===== config.mk =====
export PLATFORM = sky130hd
export DESIGN_NAME = dmem_arbiter
export DESIGN_NICKNAME = d
export VERILOG_FILES = /design/src/rtl/dmem_pkg.sv /design/src/rtl/dmem_arbiter_rr_arb2.sv /design/src/rtl/dmem_arbiter.sv
export SDC_FILE = /design/constraint.sdc
export NUM_CORES = 1
export LEC_CHECK = 0
export BUFFER_PORTS_ARGS = -buffer_cell sky130_fd_sc_hd__buf_2
export CAP_MARGIN = 0
export CORE_MARGIN = 1.5
export CORE_UTILIZATION = 52
export DETAILED_ROUTE_END_ITERATION = 7
export MAX_ROUTING_LAYER = met4
export PLACE_DENSITY_LB_ADDON = 0.15
export SLEW_MARGIN = 10
export SYNTH_ARGS = -nofsm -noshare
export SYNTH_HDL_FRONTEND = slang
export SYNTH_SLANG_ARGS = --single-unit

===== constraint.sdc =====
create_clock -name clk -period 4.1 [get_ports clk]
set_clock_uncertainty 0.1 [all_clocks]
set_input_delay 0 -clock clk [delete_from_list [all_inputs] [get_ports clk]]
set_output_delay 0 -clock clk [all_outputs]
set_load 0.01 [all_outputs]

===== src/rtl/dmem_pkg.sv =====
// Shared types and constants for the data-memory arbiter slice.
// Pure declarations, no logic and no latency.
// No flow control lives here.
package dmem_pkg;

    localparam int DMEM_ADDR_W = 15;
    localparam int DMEM_DATA_W = 32;
    localparam int DMEM_DEPTH  = 256;

    typedef enum logic {
        INIT = 1'b0,
        RUN  = 1'b1
    } arb_state_t;

    typedef enum logic {
        PORT_CPU = 1'b0,
        PORT_DMA = 1'b1
    } port_id_t;

endpackage


===== src/rtl/dmem_arbiter_rr_arb2.sv =====
// Two-way round-robin grant: picks one requester, ptr breaks ties.
// Purely combinational, zero latency.
// A lone requester always wins; ptr matters only when both request.
module rr_arb2 (
    input  logic [1:0] i_req,
    input  logic       i_ptr,
    output logic [1:0] o_gnt
);

    // Port 0 wins when alone or when the pointer favours it; port 1 likewise.
    always_comb begin
        o_gnt    = 2'b00;
        o_gnt[0] = i_req[0] & (~i_req[1] | ~i_ptr);
        o_gnt[1] = i_req[1] & (~i_req[0] |  i_ptr);
    end

endmodule


===== src/rtl/dmem_arbiter.sv =====
// Shares one single-port data memory between CPU (port 0) and DMA (port 1), after a post-reset index fill.
// Grant is same-cycle; read data, rvalid and err appear one cycle after the grant.
// Requesters hold req until granted; nobody is granted while the fill runs.
module dmem_arbiter
    import dmem_pkg::*;
#(
    parameter int ADDR_W  = DMEM_ADDR_W,
    parameter int DATA_W  = DMEM_DATA_W,
    parameter int DEPTH   = DMEM_DEPTH,
    parameter int INIT_EN = 1
) (
    input  logic              clk,
    input  logic              reset,
    input  logic              req0,
    input  logic              we0,
    input  logic [ADDR_W-1:0] addr0,
    input  logic [DATA_W-1:0] wdata0,
    input  logic              req1,
    input  logic              we1,
    input  logic [ADDR_W-1:0] addr1,
    input  logic [DATA_W-1:0] wdata1,
    output logic              gnt0,
    output logic              gnt1,
    output logic              rvalid0,
    output logic              rvalid1,
    output logic [DATA_W-1:0] rdata0,
    output logic [DATA_W-1:0] rdata1,
    output logic              err0,
    output logic              err1,
    output logic              init_done,
    output logic              mem_we,
    output logic [ADDR_W-1:0] mem_addr,
    output logic [DATA_W-1:0] mem_wdata,
    input  logic [DATA_W-1:0] mem_rdata
);

    // One extra counter bit so the terminal value DEPTH-1 never wraps to 0.
    localparam int                CNT_W   = $clog2(DEPTH) + 1;
    localparam logic [CNT_W-1:0]  L_LAST  = CNT_W'(DEPTH - 1);
    localparam logic [ADDR_W:0]   L_DEPTH = (ADDR_W + 1)'(DEPTH);

    arb_state_t        r_state;
    arb_state_t        w_state_nxt;
    logic [CNT_W-1:0]  r_init_cnt;
    port_id_t          r_rr_ptr;
    logic              r_init_done;
    logic              r_rvalid0;
    logic              r_rvalid1;
    logic              r_err0;
    logic              r_err1;
    logic [DATA_W-1:0] r_rdata0;
    logic [DATA_W-1:0] r_rdata1;
    logic [ADDR_W-1:0] r_hold_addr;
    logic [DATA_W-1:0] r_hold_wdata;

    logic [1:0]        w_gnt_arb;
    logic [1:0]        w_gnt;
    logic [ADDR_W-1:0] w_sel_addr;
    logic [DATA_W-1:0] w_sel_wdata;
    logic              w_sel_we;
    logic              w_sel_oob;

    rr_arb2 u_rr_arb2 (
        .i_req (w_req_vec()),
        .i_ptr (r_rr_ptr),
        .o_gnt (w_gnt_arb)
    );

    function automatic logic [1:0] w_req_vec();
        return {req1, req0};
    endfunction

    // Route the winning port's request fields; port 1 only when it holds the grant.
    always_comb begin
        w_sel_addr  = addr0;
        w_sel_wdata = wdata0;
        w_sel_we    = we0;
        if (w_gnt_arb[1]) begin
            w_sel_addr  = addr1;
            w_sel_wdata = wdata1;
            w_sel_we    = we1;
        end
        w_sel_oob = ({1'b0, w_sel_addr} >= L_DEPTH);
    end

    // Next state, grants and memory port drive; idle cycles keep addr/wdata stable.
    always_comb begin
        w_state_nxt = r_state;
        w_gnt       = 2'b00;
        mem_we      = 1'b0;
        mem_addr    = r_hold_addr;
        mem_wdata   = r_hold_wdata;
        if (reset) begin
            mem_addr  = '0;
            mem_wdata = '0;
        end else begin
            case (r_state)
                INIT: begin
                    mem_we    = 1'b1;
                    mem_addr  = ADDR_W'(r_init_cnt);
                    mem_wdata = DATA_W'(r_init_cnt);
                    if (r_init_cnt == L_LAST) begin
                        w_state_nxt = RUN;
                    end
                end
                RUN: begin
                    w_gnt = w_gnt_arb;
                    if (|w_gnt_arb) begin
                        mem_addr  = w_sel_addr;
                        mem_wdata = w_sel_wdata;
                        mem_we    = w_sel_we & ~w_sel_oob;
                    end
                end
                default: w_state_nxt = RUN;
            endcase
        end
    end

    // State register, fill counter and the sticky init_done flag.
    always_ff @(posedge clk) begin
        if (reset) begin
            r_state     <= (INIT_EN != 0) ? INIT : RUN;
            r_init_cnt  <= '0;
            r_init_done <= 1'b0;
        end else begin
            r_state <= w_state_nxt;
            if (r_state == INIT) begin
                r_init_cnt <= r_init_cnt + 1'b1;
            end
            if (w_state_nxt == RUN) begin
                r_init_done <= 1'b1;
            end
        end
    end

    // Round-robin pointer flips to the other port after every grant.
    always_ff @(posedge clk) begin
        if (reset) begin
            r_rr_ptr <= PORT_CPU;
        end else if (w_gnt[0]) begin
            r_rr_ptr <= PORT_DMA;
        end else if (w_gnt[1]) begin
            r_rr_ptr <= PORT_CPU;
        end
    end

    // Remember what the memory port last saw so idle cycles do not toggle it.
    always_ff @(posedge clk) begin
        if (reset) begin
            r_hold_addr  <= '0;
            r_hold_wdata <= '0;
        end else begin
            r_hold_addr  <= mem_addr;
            r_hold_wdata <= mem_wdata;
        end
    end

    // Per-port response: one-cycle rvalid/err pulses, read data held between reads.
    always_ff @(posedge clk) begin
        if (reset) begin
            r_rvalid0 <= 1'b0;
            r_rvalid1 <= 1'b0;
            r_err0    <= 1'b0;
            r_err1    <= 1'b0;
            r_rdata0  <= '0;
            r_rdata1  <= '0;
        end else begin
            r_rvalid0 <= w_gnt[0] & ~w_sel_we;
            r_rvalid1 <= w_gnt[1] & ~w_sel_we;
            r_err0    <= w_gnt[0] & w_sel_oob;
            r_err1    <= w_gnt[1] & w_sel_oob;
            if (w_gnt[0] && !w_sel_we) begin
                r_rdata0 <= w_sel_oob ? '0 : mem_rdata;
            end
            if (w_gnt[1] && !w_sel_we) begin
                r_rdata1 <= w_sel_oob ? '0 : mem_rdata;
            end
        end
    end

    assign gnt0      = w_gnt[0];
    assign gnt1      = w_gnt[1];
    assign rvalid0   = r_rvalid0;
    assign rvalid1   = r_rvalid1;
    assign rdata0    = r_rdata0;
    assign rdata1    = r_rdata1;
    assign err0      = r_err0;
    assign err1      = r_err1;
    assign init_done = r_init_done;

endmodule


Yosys cells after proc, flatten, opt, wreduce, memory -nomap -nowiden
Index checks and enable logic that the tools add are counted.
Widths: inputs -> output; s select.
{ "op_classes": {"addsub": 1, "magnitude_cmp": 1, "eq_ne": 1, "mux": 20, "n_bitwise": 15, "n_reduce_logical": 5} }
{ "op_table": {"columns": ["cell", "count"], "rows": [
  ["$mux 32", 4],
  ["$pmux 32 s2", 1],
  ["$mux 15", 3],
  ["$pmux 15 s2", 1],
  ["$ge 15x9->1 const B", 1],
  ["$add 9x1->9 const B", 1],
  ["$eq 9x8->1 const B", 1],
  ["$mux 1", 8],
  ["$and 1x1->1", 7],
  ["$not 1->1", 6],
  ["$mux 2", 2],
  ["$logic_and 1x1->1", 2],
  ["$or 1x1->1", 2],
  ["$pmux 1 s2", 1],
  ["$reduce_bool 2->1", 1],
  ["$reduce_or 2->1", 1],
  ["$logic_not 1->1", 1]
]} }
{ "totals": {"register_bits": 127, "in_bits": 132, "out_inout_bits": 119, "word_cells": 55} }

Depth between registers and ports, before layout
{ "logic_depth": {"depth_word": 10, "mapped_depth": 9, "depth_no_buf": 7} }

Hierarchy
A second synthesis with hierarchy kept.
{ "hier_totals": {"hier_cells": 563, "area_unflattened_um2": 5167.5} }
{ "modules_own_cells": {"columns": ["module", "n_inst", "cells_per_inst", "area_each_um2", "seq_area_each_um2"], "rows": [
  ["dmem_arbiter", 1, 560, 5148.7, 2542.4],
  ["rr_arb2", 1, 3, 18.8, 0.0]
]} }

Worst setup path before layout
OpenSTA, ideal clock, no wires.
{ "synth_path": {"path_kind": "reg2reg", "from": "reg r_state", "to": "reg r_rdata1[10], in the netlist rdata1[10]", "setup_ns": 0.132, "t_arrival_ns": 1.489, "t_required_ns": 3.868, "setup_slack_ns": 2.379, "path_stages_with_launch": 8, "n_path_buf": 3, "period_less_slack_ns": 1.721, "cell_sequence": "dfxtp_1 -> nand2b_4 -> buf_6 -> or4_1 -> buf_2 -> clkbuf_1 -> nand2_1 -> a21oi_1"} }
{ "synth_via": {"elab_chain_cells": 3} }
{ "synth_lines": {"columns": ["item", "line_no", "rtl"], "rows": [
  ["from (decl)", "dmem_arbiter.sv:42", "arb_state_t r_state;"],
  ["from (signal assigned)", "dmem_arbiter.sv:122", "r_state <= (INIT_EN != 0) ? INIT : RUN;"],
  ["from (signal assigned)", "dmem_arbiter.sv:126", "r_state <= w_state_nxt;"],
  ["$mux 2", "dmem_arbiter.sv:97", "case (r_state)"],
  ["$mux 2", "dmem_arbiter.sv:93", "if (reset) begin"],
  ["$logic_and 1x1->1", "dmem_arbiter.sv:175", "if (w_gnt[1] && !w_sel_we) begin"],
  ["to (signal assigned)", "dmem_arbiter.sv:176", "r_rdata1 <= w_sel_oob ? '0 : mem_rdata;"],
  ["to (decl)", "dmem_arbiter.sv:52", "logic [DATA_W-1:0] r_rdata1;"]
]} }
Every way passes these cells.
A chain may end at the register's enable or synchronous reset.

Final worst setup path
{ "layout_path": {"from": "reg r_state", "to": "reg r_rdata0[23], in the netlist rdata0[23]"} }
{ "layout_via": {"elab_chain_cells": 3} }
{ "layout_lines": {"columns": ["item", "line_no", "rtl"], "rows": [
  ["$mux 2", "dmem_arbiter.sv:97", null],
  ["$mux 2", "dmem_arbiter.sv:93", null],
  ["$logic_and 1x1->1", "dmem_arbiter.sv:172", "if (w_gnt[0] && !w_sel_we) begin"],
  ["to (signal assigned)", "dmem_arbiter.sv:173", "r_rdata0 <= w_sel_oob ? '0 : mem_rdata;"],
  ["to (decl)", "dmem_arbiter.sv:51", "logic [DATA_W-1:0] r_rdata0;"]
]} }
Every way passes these cells.

==> results.yml <==
run_status:
  outcome: "complete, no violations"
route:
  wirelength_um: 20600
  wire_per_inst_um: 17.70
  drc: 0
  initialDrtViolationCount: 746
  first_pass_iters: 8
  via_count: 6932
  antenna_left: 0
  vias_per_cell: 5.955
synth:
  synthTopCellsByArea: "dfxtp_1 (44%), a311oi_1 (8.5%), nand3_1 (5.4%), o32ai_1 (5.1%), nand2_1 (4.3%)"
  synth_ff_type: "dfxtp_1"
  muxShareOfSynthArea: 0.007065
  synth_fa_ha_area_frac: 0.004282
  synth_cells: 676
  async_flop_share: 0
  ys_ff_latch: 127
  synth_top_area_share: 0.4350
  synth_edf_count: 0
  synth_area_per_cell_um2: 8.645
  yosysSeqAreaShare: 0.4350
  synth_compound_area_frac: 0.2545
  synth_area_um2: 5844
  synth_simple_gate_area_frac: 0.2310
  mappedNetlistNets: 810
  synth_top_area_cell: "dfxtp_1"
  synthXorXnorAreaFrac: 0.005994
  synth_top_family_by_area: "compound AO/OA/AOI/OAI gates"
  synth_cell_types: 40
  ys_warn_count: 0
critical_path:
  r2r_end: "rdata0[23]"
  path_cells: "nand2b_4, buf_4, nor3_2, buf_4, nor3b_1, a31o_2, dlygate4sd3_1"
  r2r_slack_ns: 0.80
  worst_path_largest_cell_delay_ns: 0.80
  rr_startpoint: "r_state"
  cp-end-kind: "register"
  ff2ff_path_depth: 7
  critPathArrivalTime_ns: 3.60
  path_depth: 7
  slowest_stage: "dfxtp_1"
  crit_top_cell: "buf_4"
  crit_required_ns: 4.40
  crit_type: "reg2reg"
  crit_buf_inv: 3
  cp-endpoint: "rdata0[23]"
  crit_path_start_kind: "register"
  setup.worst_path.start: "r_state"
  cpLargestDelayFamily: "buffers and inverters"
  cp_max_fo: 97
grt:
  overflow: 0
  antenna_found_initial: 0
  grt_pass1_wl_um: 31600
  grt_max_degree: 106
  track_usage: 0.3455
  grt_pass1_vias: 6526
sta:
  hold_violations: 0
  period_needed_ns: 3.297
  min_period_over_period: 0.8041
  slew_headroom: 0.2118
  worst_pin_slew_ns: 1.182
  timing.fmax_mhz: 303.3
  setup_viol: 0
  rsz0062_at_grt: "no"
  drv_slew: 0
  finalWorstSetupSlack_ns: 0.8030
  tns_ns: 0
power_and_ir_drop:
  p_per_area_nw_per_um2: 328.6
  p_leak_nw: 4.023
  vdd_drop_max_uv: 232.1
placement:
  gp_congestion: 0.9158
  dpl_worst_slack_ns: 1.084
  numPortBuffers: 250
  dp_hpwl_um: 11590
layout:
  multiInputGateArea_um2: 2952
  fin_nets: 1146
  area_delta_synth_final_pct: 51.79
  ff_latch_area_um2: 2542
  diodes: 0
  drive_gt1_frac: 0.3047
  nFillCells: 674
clock_tree:
  clock_latency_ns: 0.51
  cts_buffers: 17
  clk_pin_slew_ns: 0.06
  cts-root-buf: "clkbuf_8"
  cts.path.max_buffers: 2
  cts_tree: "built"
  cts-htree-levels: 4
  clock-sinks: 127
die:
  fp.dieArea_um2: 11880
  ioPinCount: 251
  initial_core_util: 0.5368
  die_y_um: 109.0
  core_region_area_um2: 10890
  fp-row-count: 38
  chipWidth_um: 109.0
min_path:
  hold_class: "in2reg"
job:
  maxCapViolations: 0
==> what timing repair did <==
item,in CTS,in global routing
resized for setup,0,0
hold endpoints to repair,115,0
hold buffers,135,0
buffers inserted,0,0
==> metrics by stage <==
| stage | hold WS [ns] | util | total power (W) | instances | instance area [µm²] |
|---|---|---|---|---|---|
| global placement | 0.1342 | 0.6423 | 0.001486 | 998 | 6993 |
| finish | 0.1482 | 0.8148 | 0.002915 | 1164 | 8871 |
| floorplan | 0.03468 | - | 0.001394 | 676 | 5844 |
| CTS | 0.1264 | 0.8145 | 0.002916 | 1164 | 8869 |
| global route | 0.1454 | 0.8148 | 0.003011 | 1164 | 8871 |
| detailed placement | 0.1400 | 0.6423 | 0.001493 | 998 | 6993 |
==> synthesized netlist by cell type, drive strengths merged (3+ instances only) <==
library cell / n
a211oi: 19
nor3b: 32
nand2b: 11
o32ai: 34
nor2: 58
and3: 18
mux2i: 3
dfxtp: 127
buf: 20
a31o: 32
a311oi: 57
or4: 3
a21oi: 42
or3: 4
inv: 3
nand2: 67
o21ai: 4
clkbuf: 55
nor3: 5
nand3: 63
==> cell usage in the layout, fill, tap and decap left out, drive strengths merged, types with 3 or more instances in the layout <==
master and count:
nand2b 11, o32ai 34, mux2i 3, a31o 32, a21oi 42, or3 4, inv 3, a211oi 19
dlygate4sd3 135, nand2 67, dfxtp 127, a311oi 57, nor3b 32, and3 18, nor3 5, or4 3
clkbuf 25, nor2 58, nand3 63, buf 257, clkinv 4, o21ai 4
==> cell type report <==
cell class	instances	share of cell area
inverter	4	0.002257
multi-input combinational	470	0.3327
sequential	127	0.2866
clock buffer	25	0.05233
tap	140	0.01975
clock inverter	6	0.006770
timing repair buffer	392	0.2996
==> power breakdown <==
part / switching, W / internal, W / leakage (nW)
combinational: 0.000165 / 0.000156 / 2.75
sequential: 0.00000383 / 0.00124 / 1.02
clock: 0.000521 / 0.000829 / 0.252
total: 0.000690 / 0.00223 / 4.02
==> flip-flops by register name, summed over array words and instances, names as in the netlist, 9 cells and up <==
name          count
r_hold_addr      15
r_hold_wdata     32
r_init_cnt        9
rdata0           32
rdata1           32
==> per-layer routing <==
metal  part of all wire  wire, µm  global-route usage
met1               0.39      8034              0.4138
met2               0.48      9922              0.5451
met3              0.096      1976             0.09504
met4              0.032       667              0.1476
met5                  0         0                   -
==> worst reg2reg max path: cells and delay by family, from the launching register on <==
kind / cells / cell delay, ns
buffers and inverters: 3 / 1.49
AO/OA/AOI/OAI: 1 / 0.25
flip-flops: 1 / 0.80
AND/OR/NAND/NOR: 3 / 0.53
==> logic make-up (layout without fill, tap and decap cells) <==
family                     Yosys count  after routing
xor gates and xnor gates             4              4
muxes                                4              4
adders and majority gates            2              2
and+or+nand+nor                    268            268
DFF                                127            127
buffers and inverters               79            427
AOI/OAI and AO/OA                  192            192
==> worst min path at each step <==
| stage | cells after the start | from | slack, ns | to |
|---|---|---|---|---|
| after floorplan | 1 | mem_rdata[0] | 0.03 | rdata0[0] |
| after global placement | 2 | mem_rdata[6] | 0.13 | rdata0[6] |
| after detailed placement | 2 | mem_rdata[13] | 0.14 | rdata0[13] |
| after CTS | 3 | req1 | 0.13 | r_hold_addr[13] |
| after global routing | 3 | mem_rdata[5] | 0.15 | rdata0[5] |
| final | 3 | mem_rdata[2] | 0.15 | rdata0[2] |
Power figures use the tool's default switching activity.
